$ cat config.mk
export PLATFORM = sky130hd
export DESIGN_NAME = b2_dec_hold
export DESIGN_NICKNAME = d
export VERILOG_FILES = /design/src/rtl/b2_dec_hold.sv
export SDC_FILE = /design/constraint.sdc
export NUM_CORES = 1
export LEC_CHECK = 0
export ABC_AREA = 1
export ABC_CLOCK_PERIOD_IN_PS = 1300
export CORE_MARGIN = 5
export CORE_UTILIZATION = 25
export DETAILED_ROUTE_END_ITERATION = 8
export HOLD_SLACK_MARGIN = 0.06
export SLEW_MARGIN = 20
export SYNTH_ARGS = -nofsm -noshare
export SYNTH_HDL_FRONTEND = slang
export SYNTH_SLANG_ARGS = --single-unit
$ cat constraint.sdc
create_clock -name clk -period 1.3 [get_ports clk]
set_input_delay 0.26 -clock clk [delete_from_list [all_inputs] [get_ports clk]]
set_output_delay 0.26 -clock clk [all_outputs]
set_load 0.005 [all_outputs]
$ cat src/rtl/b2_dec_hold.sv
// Registered 4-to-16 one-hot decoder with valid/ready capture and a programmable hold time.
// Refused offers (busy or disabled) are counted in a saturating 8-bit counter.
module b2_dec_hold #(
    parameter int unsigned HOLD_CYCLES = 4
) (
    input  logic        clk,
    input  logic        rst_n,
    input  logic        enable,
    input  logic        in_valid,
    output logic        in_ready,
    input  logic [3:0]  binary_in,
    output logic [15:0] binary_out,
    output logic        out_valid,
    output logic [7:0]  drop_cnt
);

    localparam logic [0:0] IDLE = 1'b0;
    localparam logic [0:0] HOLD = 1'b1;

    // Counter loads HOLD_CYCLES-1 so the word is visible for exactly HOLD_CYCLES periods.
    localparam logic [7:0] HOLD_LOAD = 8'(HOLD_CYCLES - 1);

    logic [0:0]  state_q, state_d;
    logic [7:0]  cnt_q, cnt_d;
    logic [15:0] out_q, out_d;
    logic        valid_q, valid_d;
    logic [7:0]  drop_q, drop_d;
    logic        accept;
    logic        refuse;

    assign in_ready = enable && (state_q == IDLE);
    assign accept   = in_valid && in_ready;
    assign refuse   = in_valid && !in_ready;

    always_comb begin
        state_d = state_q;
        cnt_d   = cnt_q;
        out_d   = out_q;
        valid_d = valid_q;
        case (state_q)
            IDLE: begin
                if (accept) begin
                    out_d   = 16'd1 << binary_in;
                    valid_d = 1'b1;
                    cnt_d   = HOLD_LOAD;
                    state_d = HOLD;
                end else begin
                    out_d   = 16'd0;
                    valid_d = 1'b0;
                end
            end
            HOLD: begin
                // Dropping enable aborts the hold immediately; otherwise count down to 0.
                if (!enable || (cnt_q == 8'd0)) begin
                    out_d   = 16'd0;
                    valid_d = 1'b0;
                    cnt_d   = 8'd0;
                    state_d = IDLE;
                end else begin
                    cnt_d = cnt_q - 8'd1;
                end
            end
            default: begin
                out_d   = 16'd0;
                valid_d = 1'b0;
                cnt_d   = 8'd0;
                state_d = IDLE;
            end
        endcase
    end

    always_comb begin
        drop_d = drop_q;
        if (refuse && (drop_q != 8'hFF)) begin
            drop_d = drop_q + 8'd1;
        end
    end

    always_ff @(posedge clk or negedge rst_n) begin
        if (!rst_n) begin
            state_q <= IDLE;
            cnt_q   <= 8'd0;
            out_q   <= 16'd0;
            valid_q <= 1'b0;
            drop_q  <= 8'd0;
        end else begin
            state_q <= state_d;
            cnt_q   <= cnt_d;
            out_q   <= out_d;
            valid_q <= valid_d;
            drop_q  <= drop_d;
        end
    end

    assign binary_out = out_q;
    assign out_valid  = valid_q;
    assign drop_cnt   = drop_q;

endmodule

# Word-level counts from Yosys, hierarchy flattened
# Index checks and enable logic that the tools add are counted.
# op_classes
reduce_logical,8
mux,11
bitwise_logic,1
add_sub_neg,2
shift,1
eq_ne,3
# ops
operator,count
16-bit two-way mux,2
16-bit case mux with 2 select lines,1
8-bit two-way mux,2
8-bit case mux with 2 select lines,1
1-bit by 4-bit << shifter with 16-bit output (first input constant),1
8-bit by 1-bit adder with 8-bit output (second input constant),1
8-bit zero test,1
8-bit inequality test (second input constant),1
8-bit by 1-bit subtractor with 8-bit output (second input constant),1
1-bit logical AND,4
1-bit case mux with 2 select lines,2
1-bit two-way mux,3
1-bit zero test,2
2-bit by 1-bit inequality test with 1-bit output (second input constant),1
2-bit inequality test (second input constant),1
1-bit logical OR,1
1-bit inverter,1
# totals
elab_cells,31
input_bits,8
register_bits,34

# Depth between registers and ports, before layout
# Gate-level depths: netlist of the first run.
# depth
depth_word,5
ltp_mapped,8
ltp_nobuf,8

# Least setup slack after synthesis of the first run
# Ideal clock, no wire load.
# synth_path
path_type,register to register
start,register cnt_q[0]
end,register cnt_q[6]
period_less_slack_ns,1.273
path_slack_ns,0.027
stages_incl_launch_ff,9
t_arrival_ns,1.154
setup_ns,0.118
n_path_buf,1
required_ns,1.182
path_cell_list,dfrtp_1 inv_1 ha_1 nand3_1 nor2_2 nor2_4 buf_6 nand4_1 nand2_1
# synth_via
elab_chain_cells,4
elab_cells_between_ends,5
cone_classes,add/sub: 1; mux: 2; reduce/logical: 2
# synth_lines
item,line_no,text
start: declaration,24,"logic [7:0] cnt_q, cnt_d;"
start signal: assignment,88,cnt_q <= cnt_d;
"parallel branches: the longest is 2 deep, another holds 8-bit by 1-bit subtractor with 8-bit output",-,
8-bit two-way mux *,54,if (!enable || (cnt_q == 8'd0)) begin
8-bit case mux with 2 select lines *,40,case (state_q)
# Mark *: on every way between the ends.
# A chain may end at the register's enable or synchronous reset.

# Final worst setup path of the first run
# layout_path
start,register cnt_q[1]
end,register cnt_q[5]
# Same word-level chain as after synthesis.

==> reports/qor.yml, run 1 <==
placement:
  place_congestion: 0.776
  portBuffers: 33
  dp_slack_ns: -0.357
  dp_hpwl_mm: 3.07
global_route:
  grt_usage: 0.110
  grt_overflow: 0
  grt_max_degree: 35
  grt_pass1_wl_mm: 7.67
  antenna_found_initial: 0
  grt_pass1_vias: 1637
logic_synthesis:
  syn_nets: 225
  yosys_warnings: 0
  synth_top_area_frac: 0.475
  yosys.area.top_type: "dfrtp_1"
  synth.distinct_cells: 27
  synthTopCellsByArea: "dfrtp_1 47%, nand2_1 16%, nand3_1 6.7%, inv_1 3.6%, nor3_1 2.5%"
  syn_avg_cell_area_um2: 8.38
  ys_seq_elements: 34
  syn-cell-area_um2: 1790
  yosysSeqAreaShare: 0.475
  synth_cells: 214
timing:
  fmax_ghz: 0.759
  finalMaxSlewViolations: 0
  finClkSkew_ns: 0.00663
  maxSlewHeadroom: 0.801
  setup_slack_ns: -0.0176
  finalCritPeriodShare: 1.01
  tightestPinTransition_ns: 0.297
  setup_viol: 6
  finalHoldViolations: 0
  period_minus_slack_ns: 1.32
  rsz0062_at_grt: "true"
route:
  wl_per_cell_um: 12.3
  routed_wirelength_mm: 4.66
  vias: 1646
  drc: 0
  ant_nets: 0
  drtPass1Iterations: 4
  viasPerCell: 4.33
  initialDrtViolationCount: 75
cells_and_area:
  drive_gt1_frac: 0.278
  fillers: 685
  final_common_cell: "nand2_1"
  diodes: 0
  multi_input_area_um2: 960
  final_cell_mix: "70 x nand2_1, 32 x dfrtp_1, 28 x buf_4"
  syn_to_final_growth_pct: 50.9
  nets: 294
  ff_latch_area_um2: 853
die:
  start_util: 0.261
  die_h_um: 94.7
  rows: 30
  dieArea_um2: 8970
  coreArea_um2: 6870
  boundaryPins: 34
  die_width_um: 94.7
cts:
  cts_tree: "built"
  numCtsBuffers: 5
  clock-root-buffer: "clkbuf_8"
  h-tree-depth: 2
  clk-insertion-delay-late_ns: 0.28
  cts.sinks: 34
  clockBufferDepth: 2
  cts.clk_slew.worst_paths_ns: 0.07
job:
  drv_cap: 0
pwr:
  p_leak_uw: 0.00143
  irDropWorstVdd_mv: 0.603
  power_density_nw_per_um2: 1500
  power_uw: 4050
setup_path:
  critPathLaunchType: "flip-flop"
  cp_max_fo: 12
  worst_ep_required_time_ns: 1.53
  cp-end-kind: "flip-flop"
  critPathKind: "reg -> reg"
  critical_path_arrival_ns: 1.54
outcome:
  violations: "negative setup slack"
  outcome: "complete, but fails checks"
min_path:
  min-delay-path-class: "in -> async"
[state kept, by name, summed over array words and instances (netlist names)]
register,flops
binary_out,16
cnt_q,8
drop_cnt,8
out_valid,1
state_q,1
[path summary, 6_finish.rpt]
path                            slack, ns              to  cells after the start           start
min in group clk                     0.50  binary_out[14]                      2  binary_out[14]
worst min register to register       0.50  binary_out[14]                      2  binary_out[14]
worst max-delay path                -0.02        cnt_q[5]                      8        cnt_q[1]
worst min-delay path                 0.34         state_q                      2           rst_n
max in group asynchronous            0.76     drop_cnt[3]                      2           rst_n
worst max register to register      -0.02        cnt_q[5]                      8        cnt_q[1]
[Yosys cell counts, drive strengths merged]
| library cell | instances |
|---|---|
| nand2 | 81 |
| dfrtp | 34 |
| nand3 | 26 |
| inv | 19 |
| nor2 | 15 |
| nor3 | 9 |
| buf | 5 |
| nand4 | 5 |
| xor2 | 5 |
| ha | 3 |
| o21ai | 3 |
| xnor2 | 3 |
| a21boi | 2 |
| a21oi | 2 |
| nand3b | 1 |
| o21bai | 1 |
[what timing repair did]
action,4_1_cts,5_1_grt
hold buffers,0,0
gates cloned,1,2
endpoints found under the setup margin,49,36
pin swaps,6,11
setup buffers,7,1
resized for setup,46,22
[per-layer routing]
layer | up-vias | track usage | part of all wire
li1 | 825 | - | -
met1 | 779 | 0.143 | 0.47
met2 | 37 | 0.179 | 0.48
met3 | 5 | 0.0303 | 0.042
met4 | 0 | 0.0325 | 0.0086
met5 | - | 0 | 0
[critical path: stages (launching register included)]
cell and delay [ns]:
dfrtp_1 0.36, inv_2 0.06, ha_4 0.16, nand3_4 0.06
nor2_4 0.04, nor2_4 0.21, clkbuf_16 0.21, nand4_1 0.08
nand2_1 0.07
[where the power goes]
part | leakage, uW | internal (uW) | switching, uW
Sequential | 0.000451 | 1230 | 127
Clock | 0.0000482 | 427 | 389
Combinational | 0.000932 | 916 | 959
Total | 0.00143 | 2570 | 1470
[area by class of cell]
cell class / instances / share of cell area
multi-input cells: 157 / 0.355
inverters: 19 / 0.0291
repair buffers: 66 / 0.223
clock inverters: 1 / 0.00185
well taps: 96 / 0.0444
clock buffers: 7 / 0.0319
flip-flops and latches: 34 / 0.315
[logic make-up (layout without fill, tap and decap cells)]
group	Yosys count	after routing	synth area share
buffers and inverters	24	93	0.0621
AND/OR/NAND/NOR	137	138	0.371
AO/OA/AOI/OAI	8	8	0.0328
adder cells (fa/ha/maj)	3	3	0.0209
flip-flops	34	34	0.475
XOR/XNOR	8	8	0.0391
[stage by stage]
step | area (um2) | hold WS [ns] | cells | TNS [ns] | utilization
after global placement | 2400 | 0.488 | 361 | -6.12 | 0.350
after floorplan | 1790 | -0.0356 | 214 | 0 | -
after global routing | 2710 | 0.349 | 380 | -2.33 | 0.394
after CTS | 2570 | 0.341 | 377 | -0.0339 | 0.374
after detailed placement | 2400 | 0.489 | 361 | -6.67 | 0.350
final | 2710 | 0.341 | 380 | -0.0520 | 0.394
Power figures use the tool's default switching activity.
==> run 2, diff against run 1 <==
--- a/config.mk
+++ b/config.mk
@@ -11,6 +11,7 @@
 export CORE_UTILIZATION = 25
 export DETAILED_ROUTE_END_ITERATION = 8
 export HOLD_SLACK_MARGIN = 0.06
+export SKIP_CTS_REPAIR_TIMING = 1
 export SLEW_MARGIN = 20
 export SYNTH_ARGS = -nofsm -noshare
 export SYNTH_HDL_FRONTEND = slang
==> reports/qor.yml, run 2 (same netlist as run 1, synthesis figures left out) <==
timing:
  finalHoldViolations: 0
  finalMaxSlewViolations: 0
  setup_viol: 31
  fmax_ghz: 0.726
  rsz0062_at_grt: "true"
  tns_ns: -1.29
  maxSlewHeadroom: 0.732
  tightestPinTransition_ns: 0.402
  finalCritPeriodShare: 1.06
  finClkSkew_ns: 0.00747
  period_minus_slack_ns: 1.38
  setup_slack_ns: -0.0781
global_route:
  grt_overflow: 0
  grt_max_degree: 35
  grtUsageMet1: 0.137
  grt_pass1_wl_mm: 7.44
  antenna_found_initial: 0
  grt_usage: 0.106
  met2_usage: 0.172
  grtUsageMet3: 0.0303
  grt-busiest-layer: "met2"
  grt_pass1_vias: 1611
setup_path:
  critical_path_arrival_ns: 1.60
  critPathKind: "reg -> reg"
  rrSetupSlack_ns: -0.08
  crit_buf_inv: 2
  r2r_cells: 8
  cp-end-kind: "flip-flop"
  r2r_start: "cnt_q[0]"
  worst_ep_required_time_ns: 1.52
  critPathLaunchType: "flip-flop"
  cp_max_fo: 7
  path_delay_family: "simple AND/OR/NAND/NOR gates"
  cp-startpoint: "cnt_q[0]"
  slowest_stage: "dfrtp_1"
  path_cells: "inv_2 > ha_4 > nand3_4 > nor2_4 > nor2_4 > buf_12 > nand2_4 > a21oi_2"
  r2r_end: "cnt_q[3]"
  cp_common_cell: "nor2_4"
  cpPeakStageDelay_ns: 0.36
die:
  start_util: 0.261
  boundaryPins: 34
  die_h_um: 94.7
  dieArea_um2: 8970
  die_width_um: 94.7
  coreArea_um2: 6870
  rows: 30
route:
  initialDrtViolationCount: 41
  viasPerCell: 4.33
  ant_nets: 0
  wl_per_cell_um: 12.8
  routed_wirelength_mm: 4.96
  drc: 0
  vias: 1671
  drtPass1Iterations: 4
cts:
  h-tree-depth: 2
  clk-insertion-delay-late_ns: 0.29
  numCtsBuffers: 5
  cts.sinks: 34
  clockBufferDepth: 2
  clock-root-buffer: "clkbuf_8"
  cts_tree: "built"
  cts.clk_slew.worst_paths_ns: 0.07
cells_and_area:
  syn_to_final_growth_pct: 66.2
  final_cell_mix: "63 x nand2_1, 33 x buf_4, 31 x dfrtp_1"
  diodes: 0
  largest_register_ffs: 16
  final_cell_area_um2: 2980
  drive_gt1_frac: 0.366
  nets: 300
  final_common_cell: "nand2_1"
placement:
  dp_slack_ns: -0.357
  place_congestion: 0.776
  dp_hpwl_mm: 3.07
  placed_area_um2: 2400
  portBuffers: 33
min_path:
  min-delay-path-class: "in -> async"
pwr:
  irDropWorstVdd_mv: 0.604
  power_density_nw_per_um2: 1450
  power_uw: 4310
  p_leak_uw: 0.00180
outcome:
  outcome: "complete, but fails checks"
  violations: "negative setup slack"
job:
  drv_cap: 0
[run 2: routing by layer]
layer / routed length, um / part of all wire
met1: 2280 / 0.46
met2: 2400 / 0.48
met3: 220 / 0.044
met4: 59 / 0.012
met5: 0 / 0
[run 2: worst max-delay path by stage]
stage / endpoint / cells after the start
2_1_floorplan: cnt_q[6] / 8
3_3_place_gp: in_ready / 4
3_5_place_dp: in_ready / 4
4_1_cts: in_ready / 4
5_1_grt: cnt_q[3] / 8
6_report: cnt_q[3] / 8
[run 2: final cells by class]
type | instances | area [um2]
multi-input cells | 157 | 1080
well taps | 96 | 120
repair buffers | 72 | 758
clock inverters | 1 | 5.00
fillers | 660 | 3890
inverters | 19 | 78.8
flip-flops and latches | 34 | 855
clock buffers | 7 | 86.3
[run 2: where the power goes]
part,total [uW],internal (uW),switching (uW)
logic,2110,1060,1060
registers,1370,1230,144
clock network,818,428,391
[run 2: through the flow]
stage          utilization  instances  hold WS [ns]
2_1_floorplan            -        214       -0.0356
3_3_place_gp         0.350        361         0.488
3_5_place_dp         0.350        361         0.489
4_1_cts              0.363        369         0.341
5_1_grt              0.434        386         0.348
6_report             0.434        386         0.339
==> run 3, diff against run 2 <==
--- a/config.mk
+++ b/config.mk
@@ -7,10 +7,11 @@
 export LEC_CHECK = 0
 export ABC_AREA = 1
 export ABC_CLOCK_PERIOD_IN_PS = 1300
-export CORE_MARGIN = 5
-export CORE_UTILIZATION = 25
+export CORE_UTILIZATION = 40
 export DETAILED_ROUTE_END_ITERATION = 8
 export HOLD_SLACK_MARGIN = 0.06
+export PLACE_DENSITY = 0.66
+export REMOVE_ABC_BUFFERS = 1
 export SKIP_CTS_REPAIR_TIMING = 1
 export SLEW_MARGIN = 20
 export SYNTH_ARGS = -nofsm -noshare
==> reports/qor.yml, run 3 (same netlist as run 1, synthesis figures left out) <==
setup_path:
  worst_ep_required_time_ns: 1.52
  r2r_start: "cnt_q[1]"
  cp-startpoint: "cnt_q[1]"
  path_cells: "inv_2 > ha_4 > nand3_4 > nor2_4 > nor2_4 > buf_12 > nand2_4 > a21oi_2"
  cpPeakStageDelay_ns: 0.37
  path_delay_family: "simple AND/OR/NAND/NOR gates"
  critPathKind: "reg -> reg"
  cp-end-kind: "flip-flop"
  critical_path_arrival_ns: 1.59
  crit_buf_inv: 2
  r2r_cells: 8
  rrSetupSlack_ns: -0.06
  critPathLaunchType: "flip-flop"
  crit_end: "cnt_q[3]"
  r2r_end: "cnt_q[3]"
  slowest_stage: "dfrtp_1"
  cp.depth: 8
  cp_max_fo: 7
  cp_common_cell: "nor2_4"
route:
  initialDrtViolationCount: 87
  routed_wirelength_mm: 4.60
  drtPass1Iterations: 4
  wl_per_cell_um: 13.7
  vias: 1672
  drc: 0
  viasPerCell: 4.99
  ant_nets: 0
pwr:
  p_leak_uw: 0.00179
  irDropWorstVdd_mv: 0.720
  power_density_nw_per_um2: 1480
global_route:
  antenna_found_initial: 0
  grt_overflow: 0
  grt_pass1_vias: 1419
  grt_max_degree: 35
  grt_usage: 0.188
  grt_pass1_wl_mm: 6.38
die:
  start_util: 0.433
  boundaryPins: 34
  coreArea_um2: 4140
  die_h_um: 69.0
  dieArea_um2: 4750
  die_width_um: 69.0
  rows: 23
timing:
  finalCritPeriodShare: 1.05
  tightestPinTransition_ns: 0.350
  setup_viol: 25
  fmax_ghz: 0.735
  finalMaxSlewViolations: 0
  finalHoldViolations: 0
  rsz0062_at_grt: "true"
  tns_ns: -0.806
  maxSlewHeadroom: 0.767
  setup_slack_ns: -0.0605
  period_minus_slack_ns: 1.36
  finClkSkew_ns: 0.00552
placement:
  portBuffers: 33
  dp_hpwl_mm: 2.71
  place_congestion: 0.802
cts:
  clk-insertion-delay-late_ns: 0.29
  cts_tree: "built"
  h-tree-depth: 2
  clock-root-buffer: "clkbuf_8"
  cts.sinks: 34
  numCtsBuffers: 5
  clockBufferDepth: 2
  cts.clk_slew.worst_paths_ns: 0.07
cells_and_area:
  diodes: 0
  final_common_cell: "nand2_1"
  multi_input_area_um2: 1010
  syn_to_final_growth_pct: 57.8
  final_cell_mix: "64 x nand2_1, 31 x dfrtp_1, 29 x buf_4"
  nets: 295
  ff_latch_area_um2: 855
  fillers: 343
  largest_register_ffs: 16
  final_util: 0.683
  drive_gt1_frac: 0.344
job:
  drv_cap: 0
outcome:
  violations: "negative setup slack"
  outcome: "complete, but fails checks"
min_path:
  min-delay-path-class: "in -> async"
==> run 3: worst min-delay path by stage <==
| stage | start | endpoint | slack (ns) | cells after the start |
|---|---|---|---|---|
| floorplan | rst_n | binary_out[0] | -0.04 | 0 |
| global placement | binary_out[14] | binary_out[14] | 0.49 | 2 |
| detailed placement | binary_out[10] | binary_out[10] | 0.49 | 2 |
| CTS | rst_n | binary_out[2] | 0.34 | 2 |
| global route | rst_n | binary_out[2] | 0.35 | 2 |
| finish | rst_n | cnt_q[6] | 0.34 | 2 |
==> run 3: report_power, final <==
group	internal, uW	switching [uW]
registers	1230	163
clock network	426	417
logic	948	1000
total	2600	1580
==> run 3: routing by layer <==
layer	share of wire	global-route usage
met3	0.040	0.0559
met2	0.48	0.285
met5	0	0
met1	0.46	0.248
met4	0.015	0.0791
==> run 3: final cells by class <==
class                           instances  area share
Tap cell                               50      0.0221
Clock inverter                          2     0.00442
Multi-Input combinational cell        156       0.357
Sequential cell                        34       0.302
Timing Repair Buffer                   68       0.258
Inverter                               19      0.0270
Clock buffer                            6      0.0292
==> run 3: metrics by stage <==
step / cell area (um2) / hold slack (ns) / setup WS, ns / instances / total power, uW
finish: 2830 / 0.336 / -0.0605 / 335 / 4180
global placement: 2340 / 0.486 / -0.331 / 314 / 2780
CTS: 2430 / 0.337 / -0.351 / 322 / 3660
detailed placement: 2340 / 0.487 / -0.340 / 314 / 2810
floorplan: 1750 / -0.0356 / -0.109 / 209 / 2140
global route: 2830 / 0.346 / -0.133 / 335 / 4450
